File: src/rtl/data_mem_arbiter.sv
`default_nettype none
// ============================================================================
// Module   : data_mem_arbiter
// Purpose  : Two-port arbiter for a single-port data memory, with a
//            whole-memory clear sequencer.
// Revision : 1.0
// ============================================================================
module data_mem_arbiter #(
   parameter int                ADDR_W     = 8,
   parameter int                DATA_W     = 8,
   parameter logic [DATA_W-1:0] CLR_VALUE  = '0,
   parameter bit                FIXED_PRIO = 1'b0
) (
   input  logic              clk,
   input  logic              reset,
   input  logic              r0_req,
   input  logic              r0_we,
   input  logic [ADDR_W-1:0] r0_addr,
   input  logic [DATA_W-1:0] r0_wdata,
   output logic              r0_gnt,
   output logic              r0_rvalid,
   output logic [DATA_W-1:0] r0_rdata,
   input  logic              r1_req,
   input  logic              r1_we,
   input  logic [ADDR_W-1:0] r1_addr,
   input  logic [DATA_W-1:0] r1_wdata,
   output logic              r1_gnt,
   output logic              r1_rvalid,
   output logic [DATA_W-1:0] r1_rdata,
   input  logic              clr_start,
   output logic              clr_busy,
   output logic              clr_done,
   output logic              mem_we,
   output logic [ADDR_W-1:0] mem_addr,
   output logic [DATA_W-1:0] mem_wdata,
   input  logic [DATA_W-1:0] mem_rdata
);

   typedef enum logic [0:0] {
      ST_IDLE  = 1'b0,
      ST_CLEAR = 1'b1
   } state_t;

   state_t            r_state;
   state_t            w_state_nxt;
   logic [ADDR_W-1:0] r_clr_cnt;
   logic [ADDR_W-1:0] w_clr_cnt_nxt;
   logic              r_last_gnt;
   logic              r_clr_done;
   logic              w_clr_done_nxt;
   logic              w_gnt0;
   logic              w_gnt1;
   logic              w_mem_we;
   logic [ADDR_W-1:0] w_mem_addr;
   logic [DATA_W-1:0] w_mem_wdata;
   logic              r_rvalid0;
   logic              r_rvalid1;
   logic [DATA_W-1:0] r_rdata0;
   logic [DATA_W-1:0] r_rdata1;

   always_comb begin
      w_state_nxt    = r_state;
      w_clr_cnt_nxt  = r_clr_cnt;
      w_clr_done_nxt = 1'b0;
      w_gnt0         = 1'b0;
      w_gnt1         = 1'b0;
      w_mem_we       = 1'b0;
      w_mem_addr     = '0;
      w_mem_wdata    = '0;
      case (r_state)
         ST_IDLE: begin
            // r_last_gnt==1 means port 1 was served last, so port 0 wins a tie
            if (r0_req && r1_req) begin
               if (FIXED_PRIO || r_last_gnt) begin
                  w_gnt0 = 1'b1;
               end else begin
                  w_gnt1 = 1'b1;
               end
            end else begin
               w_gnt0 = r0_req;
               w_gnt1 = r1_req;
            end
            if (w_gnt0) begin
               w_mem_we    = r0_we;
               w_mem_addr  = r0_addr;
               w_mem_wdata = r0_wdata;
            end else if (w_gnt1) begin
               w_mem_we    = r1_we;
               w_mem_addr  = r1_addr;
               w_mem_wdata = r1_wdata;
            end
            if (clr_start) begin
               w_state_nxt   = ST_CLEAR;
               w_clr_cnt_nxt = '0;
            end
         end
         ST_CLEAR: begin
            w_mem_we    = 1'b1;
            w_mem_addr  = r_clr_cnt;
            w_mem_wdata = CLR_VALUE;
            if (&r_clr_cnt) begin
               w_state_nxt    = ST_IDLE;
               w_clr_done_nxt = 1'b1;
            end else begin
               w_clr_cnt_nxt = r_clr_cnt + 1'b1;
            end
         end
         default: begin
            w_state_nxt = ST_IDLE;
         end
      endcase
      // Nothing reaches the memory or the requesters while reset is asserted
      if (!reset) begin
         w_gnt0   = 1'b0;
         w_gnt1   = 1'b0;
         w_mem_we = 1'b0;
      end
   end

   always_ff @(posedge clk) begin
      if (!reset) begin
         r_state    <= ST_IDLE;
         r_clr_cnt  <= '0;
         r_last_gnt <= 1'b1;
         r_clr_done <= 1'b0;
         r_rvalid0  <= 1'b0;
         r_rvalid1  <= 1'b0;
         r_rdata0   <= '0;
         r_rdata1   <= '0;
      end else begin
         r_state    <= w_state_nxt;
         r_clr_cnt  <= w_clr_cnt_nxt;
         r_clr_done <= w_clr_done_nxt;
         if (w_gnt0) begin
            r_last_gnt <= 1'b0;
         end else if (w_gnt1) begin
            r_last_gnt <= 1'b1;
         end
         r_rvalid0 <= w_gnt0 & ~r0_we;
         r_rvalid1 <= w_gnt1 & ~r1_we;
         if (w_gnt0 && !r0_we) begin
            r_rdata0 <= mem_rdata;
         end
         if (w_gnt1 && !r1_we) begin
            r_rdata1 <= mem_rdata;
         end
      end
   end

   assign r0_gnt    = w_gnt0;
   assign r1_gnt    = w_gnt1;
   assign r0_rvalid = r_rvalid0;
   assign r1_rvalid = r_rvalid1;
   assign r0_rdata  = r_rdata0;
   assign r1_rdata  = r_rdata1;
   assign clr_busy  = (r_state == ST_CLEAR);
   assign clr_done  = r_clr_done;
   assign mem_we    = w_mem_we;
   assign mem_addr  = w_mem_addr;
   assign mem_wdata = w_mem_wdata;

endmodule
`default_nettype wire

File: config.mk
export PLATFORM = sky130hd
export DESIGN_NAME = data_mem_arbiter
export DESIGN_NICKNAME = d
export VERILOG_FILES = /design/src/rtl/data_mem_arbiter.sv
export SDC_FILE = /design/constraint.sdc
export NUM_CORES = 1
export LEC_CHECK = 0
export ABC_AREA = 1
export CORE_UTILIZATION = 41
export CTS_BUF_LIST = sky130_fd_sc_hd__clkbuf_4 sky130_fd_sc_hd__clkbuf_8 sky130_fd_sc_hd__clkbuf_16
export DETAILED_ROUTE_END_ITERATION = 8
export GPL_ROUTABILITY_DRIVEN = 0
export PLACE_DENSITY = 0.86
export SYNTH_ARGS = -nofsm -noshare
export SYNTH_HDL_FRONTEND = slang
export SYNTH_SLANG_ARGS = --single-unit
File: constraint.sdc
create_clock -name clk -period 3.4 [get_ports clk]
set_input_delay 0.68 -clock clk [delete_from_list [all_inputs] [get_ports clk]]
set_output_delay 0.68 -clock clk [all_outputs]
set_load 0.005 [all_outputs]
==> summary.txt <==
Placed Cells -> 333
Worst EP arrival -> 2.37 ns
Starting Density -> 0.437
post-cts resize count -> 0
Yosys Warn Count -> 0
PortBufs -> 85
WP depth -> 7
Num CTS Buffers -> 5
Logic pwr share -> 0.289
Flop pwr share -> 0.453
outcome -> complete, no violations
Worst Path Required -> 2.72 ns
Hold Vio Cnt, Final -> 0
Pre-antenna DRT Iters -> 4
# hold bufs at CTS -> 0
drc violations -> 0
Worst slew margin -> 0.633
reg-to-reg setup timing slack -> 1.73 ns
WS Path Type -> primary input to output pin
CP endpoint kind -> output pin
Switching Fraction -> 0.292
xor/xnor share of the synthesized area -> 0.00587
clock sinks -> 29
post-synthesis sequential area ratio -> 0.389
fin cells -> 341
clock root cell -> clkbuf_4
Routed wire per std cell -> 12.8 um
slew of the pin with the lowest slew margin -> 0.549 ns
GR Layer Usage met1 -> 0.276
leak pwr -> 1.01 nW
main combinational cell family by area after synthesis -> simple AND/OR/NAND/NOR gates
RSZ-0062 raised after global routing -> no
number of global-route vias before repair -> 1,635
critical path fanouts, max -> 19
most used routing layer in global routing -> met2
gr ovfl total -> 0
Global Route met2 Usage -> 0.407
Synth cell types -> 30
Synth Register Bits -> 29
CTS tree -> built
I/O pin count -> 86
Sequential Area -> 581 um^2
Post-Synthesis Net Count -> 255
# fillers -> 262
mapped cell area -> 1490 um^2
PwrDens -> 330 nW/um^2
crit path capture -> mem_addr[5]
DIE WIDTH -> 62.3 um
post-route ant nets -> 0
TNS Setup -> 0 ns
CP max stage delay -> 0.49 ns
min Tclk post-route -> 3.05 ns
Die Span Y -> 62.3 um
MaxCap Viol Count -> 0
Fin Clk Skew -> 0.0120 ns
Final #Nets -> 342
Critical R2R Capture -> r_clr_cnt[1]
dpl hpwl -> 3280 um
FMAX -> 0.328 GHz
R2R cell count -> 6
commonest non-fill, non-tap cell in the layout -> clkdlybuf4s50_1
Crit path max-delay family -> buffers and inverters
HP Class -> flop to flop
M3 GR Usage -> 0.0643
Synth Area in Simple Gates -> 0.403
largest net degree at the start of global routing -> 26
CTS max path bufs -> 2
htree depth -> 2
die area -> 3890 um^2
Syn Area/Cell -> 7.21 um^2
mux share of post-synthesis cell area -> 0
worst path bufs/invs -> 2
crit share post-route -> 0.896
crit path max-delay cell type -> clkdlybuf4s50_1
initial DRC count -> 70
n_diodes -> 0
r2r startpoint -> clr_busy
maximum vdd drop -> 0.285 mV
Cell Rows -> 21
later-pin clock latency in the skew report -> 0.34 ns
Multi-input gate area -> 828 um^2
first-pass GRT wire length -> 7290 um
commonest cells after routing, fill and taps aside -> clkdlybuf4s50_1, nand2_1, dfxtp_1
internal power consumption -> 569 uW
P&R area growth vs syn -> 63.2%
GRT Overall Usage -> 0.236
crit path from -> r0_req
routed vias -> 1,702
Slew Viols, Final -> 0
Mapped Cells -> 207
endpoints failing setup -> 0
crit path launch type -> primary input
CTS clk-pin slew, worst paths -> 0.09 ns
clock share of power -> 0.258
antenna violations before repair -> 0
core area -> 3420 um^2
drt total wl -> 4380 um
cells along the critical path -> clkdlybuf4s50_1, nand2_1, nand2_2, nand2_1, a21o_1, nand2_1, clkdlybuf4s50_1
share of layout cells above drive strength 1 -> 0.0983
Setup Fix Bufs, Post-CTS -> 0
Via-to-Cell Ratio -> 4.99
Net Switching -> 234 uW
most frequent CP cell -> nand2_1
compound-cell area share of the yosys netlist -> 0.137
post-synthesis adder-cell area fraction -> 0.00838
[layer usage]
| layer | wire length [um] | vias up |
|---|---|---|
| met5 | 0 | - |
| met4 | 92 | 0 |
| met3 | 307 | 9 |
| met2 | 2080 | 66 |
| met1 | 1900 | 766 |
| li1 | - | 861 |
[power groups by stage]
stage / combinational [mW] / clock (mW) / sequential, mW
floorplan: 0.0954 / 0 / 0.368
global placement: 0.230 / 0 / 0.371
detailed placement: 0.232 / 0 / 0.372
CTS: 0.233 / 0.207 / 0.364
global route: 0.252 / 0.227 / 0.366
finish: 0.232 / 0.207 / 0.364
[state kept, by name, summed over array words and instances, names as in the netlist]
name,cells
r0_rvalid,1
clr_busy,1
r1_rdata,8
r_last_gnt,1
r0_rdata,8
r_clr_cnt,8
r1_rvalid,1
clr_done,1
[final cells by class]
cell class | count | share of cell area
clock inverters | 3 | 0.00719
multi-input cells | 158 | 0.340
flip-flops and latches | 29 | 0.238
well taps | 46 | 0.0236
inverters | 13 | 0.0200
repair buffers | 87 | 0.355
clock buffers | 5 | 0.0154
[cells in the mapped netlist (all sizes together)]
| master | count | area [um^2] |
|---|---|---|
| nand2 | 86 | 348 |
| nor3 | 2 | 21.3 |
| a31oi | 6 | 37.5 |
| or2 | 2 | 12.5 |
| nand3 | 20 | 100 |
| o31ai | 1 | 7.51 |
| nor2 | 14 | 93.8 |
| clkbuf | 1 | 3.75 |
| a32o | 8 | 80.1 |
| o21ai | 1 | 5.00 |
| dfxtp | 29 | 581 |
| o211ai | 1 | 7.51 |
| ha | 1 | 12.5 |
| nand3b | 1 | 20.0 |
| buf | 6 | 31.3 |
| a21oi | 12 | 60.1 |
| inv | 13 | 48.8 |
| nand4 | 1 | 6.26 |
| xor2 | 1 | 8.76 |
| a21o | 1 | 7.51 |
[how the worst min path moves through the flow]
stage | start | endpoint | slack, ns | cells after the start
finish | r0_rdata[3] | r0_rdata[3] | 0.47 | 2
global route | r0_rdata[4] | r0_rdata[4] | 0.50 | 2
CTS | r0_rdata[1] | r0_rdata[1] | 0.47 | 2
detailed placement | r0_rdata[1] | r0_rdata[1] | 0.46 | 2
global placement | r1_rdata[1] | r1_rdata[1] | 0.45 | 2
floorplan | r_last_gnt | r_last_gnt | 0.44 | 2
[metrics by stage]
stage	util	setup WS [ns]	instance area, um^2	total power, mW	hold slack, ns
after CTS	0.713	0.351	2440	0.805	0.471
after global placement	0.697	0.368	2380	0.601	0.452
after detailed placement	0.697	0.358	2380	0.604	0.457
after global routing	0.713	0.218	2440	0.845	0.498
after floorplan	-	1.37	1490	0.463	0.435
final	0.713	0.354	2440	0.803	0.471
[tightest hold or removal path, stage by stage (launching register included)]
cell	delay [ns]
dfxtp_1	0.32
nand2_1	0.06
a21oi_1	0.05
[kinds of logic (layout without fill, tap and decap cells)]
kind of cell | Yosys count | in the layout
and+or+nand+nor | 126 | 126
xor gates and xnor gates | 1 | 1
buffers and inverters | 20 | 108
DFF | 29 | 29
adders and majority gates | 1 | 1
AOI/OAI and AO/OA | 30 | 30
(Power assumes the default switching activity.)
